$ cat src/rtl/max7219_pkg.sv
// Shared constants, main-FSM states and word packing for the MAX7219 frame sequencer.
package max7219_pkg;

  localparam logic [3:0] REG_NOOP      = 4'h0;
  localparam logic [3:0] REG_DIGIT0    = 4'h1;
  localparam logic [3:0] REG_DECODE    = 4'h9;
  localparam logic [3:0] REG_INTENSITY = 4'hA;
  localparam logic [3:0] REG_SCANLIM   = 4'hB;
  localparam logic [3:0] REG_SHUTDOWN  = 4'hC;
  localparam logic [3:0] REG_DISPTEST  = 4'hF;

  localparam int unsigned NUM_ROWS  = 8;
  localparam logic [2:0]  INIT_LAST = 3'd4;
  localparam logic [2:0]  ROW_LAST  = 3'd7;

  typedef enum logic [2:0] {
    ST_INIT_ISSUE,
    ST_INIT_WAIT,
    ST_IDLE,
    ST_INT_ISSUE,
    ST_INT_WAIT,
    ST_ROW_ISSUE,
    ST_ROW_WAIT,
    ST_FRAME_END
  } state_e;

  function automatic logic [15:0] make_word(input logic [3:0] addr, input logic [7:0] val);
    return {4'h0, addr, val};
  endfunction

endpackage

$ cat src/rtl/max7219_frame_buf.sv
// 8x8 frame buffer, one write port and one async read port.
// With MAX7219_DBUF_EN: front/back banks, writes to back, reads from front, swap flips them.
module max7219_frame_buf
  import max7219_pkg::*;
(
  input  logic       clk,
  input  logic       rst_n,
  input  logic       wr_en,
  input  logic [2:0] wr_row,
  input  logic [7:0] wr_data,
`ifdef MAX7219_DBUF_EN
  input  logic       swap,
`endif
  input  logic [2:0] rd_row,
  output logic [7:0] rd_data
);

`ifdef MAX7219_DBUF_EN
  logic [7:0] mem_q [2][NUM_ROWS];
  logic [7:0] mem_d [2][NUM_ROWS];
  logic       front_q, front_d;

  always_comb begin
    mem_d   = mem_q;
    front_d = front_q ^ swap;
    if (wr_en) mem_d[~front_q][wr_row] = wr_data;
  end

  always_ff @(posedge clk or negedge rst_n) begin
    if (!rst_n) begin
      front_q <= 1'b0;
      for (int unsigned b = 0; b < 2; b++)
        for (int unsigned i = 0; i < NUM_ROWS; i++)
          mem_q[b][i] <= '0;
    end else begin
      front_q <= front_d;
      mem_q   <= mem_d;
    end
  end

  assign rd_data = mem_q[front_q][rd_row];
`else
  logic [7:0] mem_q [NUM_ROWS];
  logic [7:0] mem_d [NUM_ROWS];

  always_comb begin
    mem_d = mem_q;
    if (wr_en) mem_d[wr_row] = wr_data;
  end

  always_ff @(posedge clk or negedge rst_n) begin
    if (!rst_n) begin
      for (int unsigned i = 0; i < NUM_ROWS; i++) mem_q[i] <= '0;
    end else begin
      mem_q <= mem_d;
    end
  end

  assign rd_data = mem_q[rd_row];
`endif

endmodule

$ cat src/rtl/max7219_frame_ctrl.sv
// MAX7219 sequencer: power-up register sequence, then 8 digit-register writes per frame.
// Optional double-buffered frame store with swap_req when MAX7219_DBUF_EN is defined.
module max7219_frame_ctrl
  import max7219_pkg::*;
#(
  parameter logic [2:0] SCAN_LIMIT   = 3'd7,
  parameter logic [7:0] DECODE_MODE  = 8'h00,
  parameter logic [3:0] INTENSITY0   = 4'h8,
  parameter logic       AUTO_REFRESH = 1'b1
) (
  input  logic        clk,
  input  logic        rst_n,
  input  logic        start,
  input  logic [3:0]  intensity_in,
  input  logic        wr_en,
  input  logic [2:0]  wr_row,
  input  logic [7:0]  wr_data,
`ifdef MAX7219_DBUF_EN
  input  logic        swap_req,
`endif
  input  logic        drv_rdy,
  output logic        drv_en,
  output logic [15:0] drv_data,
  output logic        init_done,
  output logic        busy,
  output logic        frame_done
);

  state_e      state_q, state_d;
  logic        hs_lo_q, hs_lo_d;
  logic [2:0]  init_idx_q, init_idx_d;
  logic [2:0]  row_q, row_d;
  logic [3:0]  cur_int_q, cur_int_d;
  logic [3:0]  pend_int_q, pend_int_d;
  logic        drv_en_q, drv_en_d;
  logic [15:0] drv_data_q, drv_data_d;
  logic        init_done_q, init_done_d;
  logic        busy_q, busy_d;
  logic        frame_done_q, frame_done_d;
  logic        in_wait, word_done, go;
  logic [7:0]  rd_data;
  logic        swap_do;

  function automatic logic [15:0] init_word(input logic [2:0] idx);
    case (idx)
      3'd0:    return make_word(REG_DISPTEST, 8'h00);
      3'd1:    return make_word(REG_SCANLIM, {5'b0, SCAN_LIMIT});
      3'd2:    return make_word(REG_DECODE, DECODE_MODE);
      3'd3:    return make_word(REG_INTENSITY, {4'h0, INTENSITY0});
      default: return make_word(REG_SHUTDOWN, 8'h01);
    endcase
  endfunction

`ifdef MAX7219_DBUF_EN
  logic swap_pend_q, swap_pend_d;

  // Swap only between frames so a frame is never built from two banks.
  always_comb begin
    swap_do     = swap_pend_q && (state_q == ST_IDLE || state_q == ST_FRAME_END);
    swap_pend_d = (swap_pend_q && !swap_do) || swap_req;
  end
`else
  assign swap_do = 1'b0;
`endif

  max7219_frame_buf u_buf (
    .clk     (clk),
    .rst_n   (rst_n),
    .wr_en   (wr_en),
    .wr_row  (wr_row),
    .wr_data (wr_data),
`ifdef MAX7219_DBUF_EN
    .swap    (swap_do),
`endif
    .rd_row  (row_q),
    .rd_data (rd_data)
  );

  always_comb begin
    state_d      = state_q;
    hs_lo_d      = hs_lo_q;
    init_idx_d   = init_idx_q;
    row_d        = row_q;
    cur_int_d    = cur_int_q;
    pend_int_d   = pend_int_q;
    drv_en_d     = 1'b0;
    drv_data_d   = drv_data_q;
    init_done_d  = init_done_q;
    frame_done_d = 1'b0;

    // Every WAIT state is split into "seen RDY low" then "RDY back high".
    in_wait   = (state_q == ST_INIT_WAIT) || (state_q == ST_INT_WAIT) ||
                (state_q == ST_ROW_WAIT);
    if (in_wait && !drv_rdy) hs_lo_d = 1'b1;
    word_done = in_wait && hs_lo_q && drv_rdy;
    go        = AUTO_REFRESH | start;

    unique case (state_q)
      ST_INIT_ISSUE: if (drv_rdy) begin
        drv_en_d   = 1'b1;
        drv_data_d = init_word(init_idx_q);
        hs_lo_d    = 1'b0;
        state_d    = ST_INIT_WAIT;
      end
      ST_INIT_WAIT: if (word_done) begin
        if (init_idx_q == INIT_LAST) begin
          init_done_d = 1'b1;
          state_d     = ST_IDLE;
        end else begin
          init_idx_d = init_idx_q + 3'd1;
          state_d    = ST_INIT_ISSUE;
        end
      end
      ST_IDLE: if (go) begin
        pend_int_d = intensity_in;
        row_d      = '0;
        state_d    = (intensity_in != cur_int_q) ? ST_INT_ISSUE : ST_ROW_ISSUE;
      end
      ST_INT_ISSUE: if (drv_rdy) begin
        drv_en_d   = 1'b1;
        drv_data_d = make_word(REG_INTENSITY, {4'h0, pend_int_q});
        hs_lo_d    = 1'b0;
        state_d    = ST_INT_WAIT;
      end
      ST_INT_WAIT: if (word_done) begin
        cur_int_d = pend_int_q;
        state_d   = ST_ROW_ISSUE;
      end
      ST_ROW_ISSUE: if (drv_rdy) begin
        drv_en_d   = 1'b1;
        drv_data_d = make_word(REG_DIGIT0 + {1'b0, row_q}, rd_data);
        hs_lo_d    = 1'b0;
        state_d    = ST_ROW_WAIT;
      end
      ST_ROW_WAIT: if (word_done) begin
        if (row_q == ROW_LAST) begin
          frame_done_d = 1'b1;
          state_d      = ST_FRAME_END;
        end else begin
          row_d   = row_q + 3'd1;
          state_d = ST_ROW_ISSUE;
        end
      end
      ST_FRAME_END: state_d = ST_IDLE;
    endcase

    busy_d = (state_d != ST_IDLE);
  end

  always_ff @(posedge clk or negedge rst_n) begin
    if (!rst_n) begin
      state_q      <= ST_INIT_ISSUE;
      hs_lo_q      <= 1'b0;
      init_idx_q   <= '0;
      row_q        <= '0;
      cur_int_q    <= INTENSITY0;
      pend_int_q   <= INTENSITY0;
      drv_en_q     <= 1'b0;
      drv_data_q   <= '0;
      init_done_q  <= 1'b0;
      busy_q       <= 1'b0;
      frame_done_q <= 1'b0;
`ifdef MAX7219_DBUF_EN
      swap_pend_q  <= 1'b0;
`endif
    end else begin
      state_q      <= state_d;
      hs_lo_q      <= hs_lo_d;
      init_idx_q   <= init_idx_d;
      row_q        <= row_d;
      cur_int_q    <= cur_int_d;
      pend_int_q   <= pend_int_d;
      drv_en_q     <= drv_en_d;
      drv_data_q   <= drv_data_d;
      init_done_q  <= init_done_d;
      busy_q       <= busy_d;
      frame_done_q <= frame_done_d;
`ifdef MAX7219_DBUF_EN
      swap_pend_q  <= swap_pend_d;
`endif
    end
  end

  assign drv_en     = drv_en_q;
  assign drv_data   = drv_data_q;
  assign init_done  = init_done_q;
  assign busy       = busy_q;
  assign frame_done = frame_done_q;

endmodule
$ cat config.mk
export PLATFORM = sky130hd
export DESIGN_NAME = max7219_frame_ctrl
export DESIGN_NICKNAME = d
export VERILOG_FILES = /design/src/rtl/max7219_pkg.sv /design/src/rtl/max7219_frame_buf.sv /design/src/rtl/max7219_frame_ctrl.sv
export SDC_FILE = /design/constraint.sdc
export NUM_CORES = 1
export LEC_CHECK = 0
export ABC_AREA = 1
export BUFFER_PORTS_ARGS = -buffer_cell sky130_fd_sc_hd__buf_2
export CAP_MARGIN = 0
export CORE_MARGIN = 4
export CORE_UTILIZATION = 30
export CTS_CLUSTER_DIAMETER = 120
export DETAILED_ROUTE_END_ITERATION = 10
export GPL_ROUTABILITY_DRIVEN = 1
export PLACE_DENSITY = 0.56
export SYNTH_ARGS = -nofsm -noshare
export SYNTH_HDL_FRONTEND = slang
export SYNTH_SLANG_ARGS = --single-unit
$ cat constraint.sdc
create_clock -name clk -period 1.3 [get_ports clk]
set_input_delay 0.325 -clock clk [delete_from_list [all_inputs] [get_ports clk]]
set_output_delay 0.325 -clock clk [all_outputs]
set_load 0.02 [all_outputs]
==> metrics.md <==
| Metric | Value |
|---|---|
| Status | finished, violations left |
| Failing checks | setup timing |
| CP startpoint | row_q[0]$_DFFE_PN0P_ |
| Syn Std Cell Area | 4689 um2 |
| TritonCTS buffer count | 9 |
| Clock-pin slew on the worst setup and hold paths | around 70 ps |
| Worst Skew | between 9 and 10 ps |
| Top-count cell post-synth | nand2_1 |
| Post-synthesis cell count | between 500 and 600 |
| Met3 global-route usage | a little over 4% |
| Via count | a little over 4,000 |
| Worst EP required | roughly 1600 ps |
| Root Buffer | clkbuf_16 |
| Post-DRT Antenna Nets | 0 |
| CP Launch Type | flop |
| Share of flip-flops with an asynchronous set or reset | 100.0% |
| Unrepaired setup endpoints after global routing | true |
| Routability congestion estimate from global placement | around 0.87 |
| Met1 Usage GRT | between 10% and 20% |
| Cell Rows | 45 |
| Top-area cell type share of the netlist area | 51.23% |
| Synth-to-Final Area Change | 30.36% |
| 1st-iter DRT viols | 259 |
| Die area | between 15,000 and 20,000 um2 |
| Die Y | 133.0 um |
| CP Class | flop to flop |
| RR Startpoint | row_q[0]$_DFFE_PN0P_ |
| VDD IR-drop max | between 0.0007 and 0.0008 V |
| Wire per inst | 13.77 um |
| Largest net degree at the start of global routing | 39 |
| HPWL after DPL | 8497 um |
| # port buffers | 34 |
| Worst min path class | primary input to flop |
| CTS tree | built |
| Final setup violation count | 15 |
| Leak | around 3 nW |
| First-pass GRT wire length | just over 20,000 um |
| Gr usage total | 14.41% |
| Vias in the first global route | approximately 4,000 |
| Post-detailed-routing wire length | roughly 12,000 um |
| H-tree Lvls | 3 |
| Die width | around 130 um |
| Fin crit period | approximately 1400 ps |
| Fin worst setup slack | -96.81 ps |
| Busiest grt layer | met2 |
| Clock latency at the later pin of the worst-skew pair | approximately 360 ps |
| Synth top area cells | dfrtp_1, nand2_1, o21ai_0 |
| CP arrival | ~1700 ps |
| Sequential area share after synthesis | a little over half |
| Worst Path Buf+Inv | 0 |
| Initial antenna violation count | 0 |
| Period utilisation layout | 107.4% |
| Pwr Total | roughly 13 mW |
| Max-Cap Viols | 0 |
| Yosys warns | 0 |
| Layout Nets | 700 |
| EDFF count, synth | 0 |
| Core box area | roughly 15,000 um2 |
| Cell Chain, Critical Path | ha_4, ha_4, o31ai_4, nand4_1, nand2_1 |
| Delay-heaviest family, CP | flip-flops |
| Worst stage delay on the critical path | roughly 490 ps |
| Most frequent cells after synthesis | nand2_1, dfrtp_1, o21ai_0, inv_1, nor2_1 |
| Critical Path Sink Type | flop |
| TritonRoute pass-1 iters | 5 |
| Vias per cell | 4.637 |
| Worst hold margin | 194.8 ps |
| Setup TNS | -590.3 ps |
| Layout cells sized above 1 | between 20% and 30% |
| Yosys reg bits | a little under 100 |
| Peak Freq | slightly above 700 MHz |
| Hold wc startpoint | wr_data[1] |
| Initial Utilization | a little under a third |
| Pre-CTS setup slack | -140.5 ps |
| Bufs on Longest Clock Path | 2 |
| Num ports | 40 |
| GRT met2 Usage | about a quarter |
| Remaining DRCs | 0 |
| Most frequent CP cell | ha_4 |
| CTS sink count | between 90 and 100 |
| Power density cells | a little over 2000 nW/um2 |
| CP max FO | 5 |
| Syn_area_per_cell | about 7.9 um2 |
| GRT overflow | 0 |
| Slew Viols, Final | 0 |
| Yosys cell types | 28 |
| # diodes | 0 |
| Ys flop type | dfrtp_1 |
| Fin. Hold Viols | 0 |
| Critical path's slowest cell | dfrtp_2 |
| Fin util | 40.07% |
| Synth area leader | dfrtp_1 |
flip-flops by register name (all words and copies together) (netlist names):
signal       cells
row_q            3
init_done        1
u_buf.mem_q     64
frame_done       1
pend_int_q       4
init_idx_q       3
hs_lo_q          1
drv_en           1
drv_data        12
cur_int_q        4
state_q          3
busy             1
cell usage in the layout, fill, tap and decap left out, drive strengths merged, types with 4 or more instances in the layout:
cell and instances:
nand2 186, nor2 53, buf 86, o21ai 90, ha 7, a21oi 12, o211ai 12, dfrtp 96
conb 4, nand3 40, clkbuf 11, inv 64
cell families after synthesis:
| kind of cell | Yosys count | synth area share, % |
|---|---|---|
| adders and majority gates | 7 | 1.868 |
| muxes | 1 | 0.2401 |
| xor gates and xnor gates | 2 | 0.3736 |
| and+or+nand+nor | 282 | 24.07 |
| DFF | 98 | 52.35 |
| AOI/OAI and AO/OA | 117 | 13.31 |
| other | 1 | 0.07997 |
| buffers and inverters | 88 | 7.711 |
power breakdown:
group	total [mW]	internal, mW	switching (mW)
Sequential	4.48	3.91	0.571
Combinational	5.10	2.16	2.95
Clock	2.93	1.74	1.19
worst paths after layout:
path,cells past startpoint,slack (ps),end
max,5,-100,busy$_DFF_PN0_
min,3,190,u_buf.mem_q[1]$_DFFE_PN0P_
max reg2reg,5,-100,busy$_DFF_PN0_
min reg2reg,2,480,drv_data[6]$_DFFE_PN0P_
max in group asynchronous,3,390,u_buf.mem_q[27]$_DFFE_PN0P_
min in group asynchronous,2,420,pend_int_q[0]$_DFFE_PN0P_
cell type report:
type,count,area [um2]
fillers,1523,9145
repair buffers,88,733.2
inverters,63,239.0
multi-input cells,413,2091
well taps,211,264.0
clock inverters,6,88.84
flip-flops and latches,98,2459
clock buffers,10,239.0
tightest hold or removal path: stages:
cell and delay (ps):
buf_2 90, nand2_1 40, o21ai_0 50
repair_timing:
item                       in CTS  in global routing
hold buffers                    1                  0
setup endpoints to repair      22                 27
resized for setup              38                 34
hold endpoints to repair       15                  0
pin swaps                       8                 15
gates cloned                    0                  2
buffers inserted                1                  2
metal layers:
layer,vias up,wire length [um]
met5,-,0
met1,1961,5455
met4,0,186
met2,93,5996
met3,15,602
li1,2053,-
metrics by stage:
step / cell area (um2) / std cells
finish: 6113 / 889
CTS: 5931 / 885
global placement: 5485 / 867
floorplan: 4701 / 599
global route: 6113 / 889
detailed placement: 5485 / 867
Note: power is estimated with default switching activity, not from simulation.
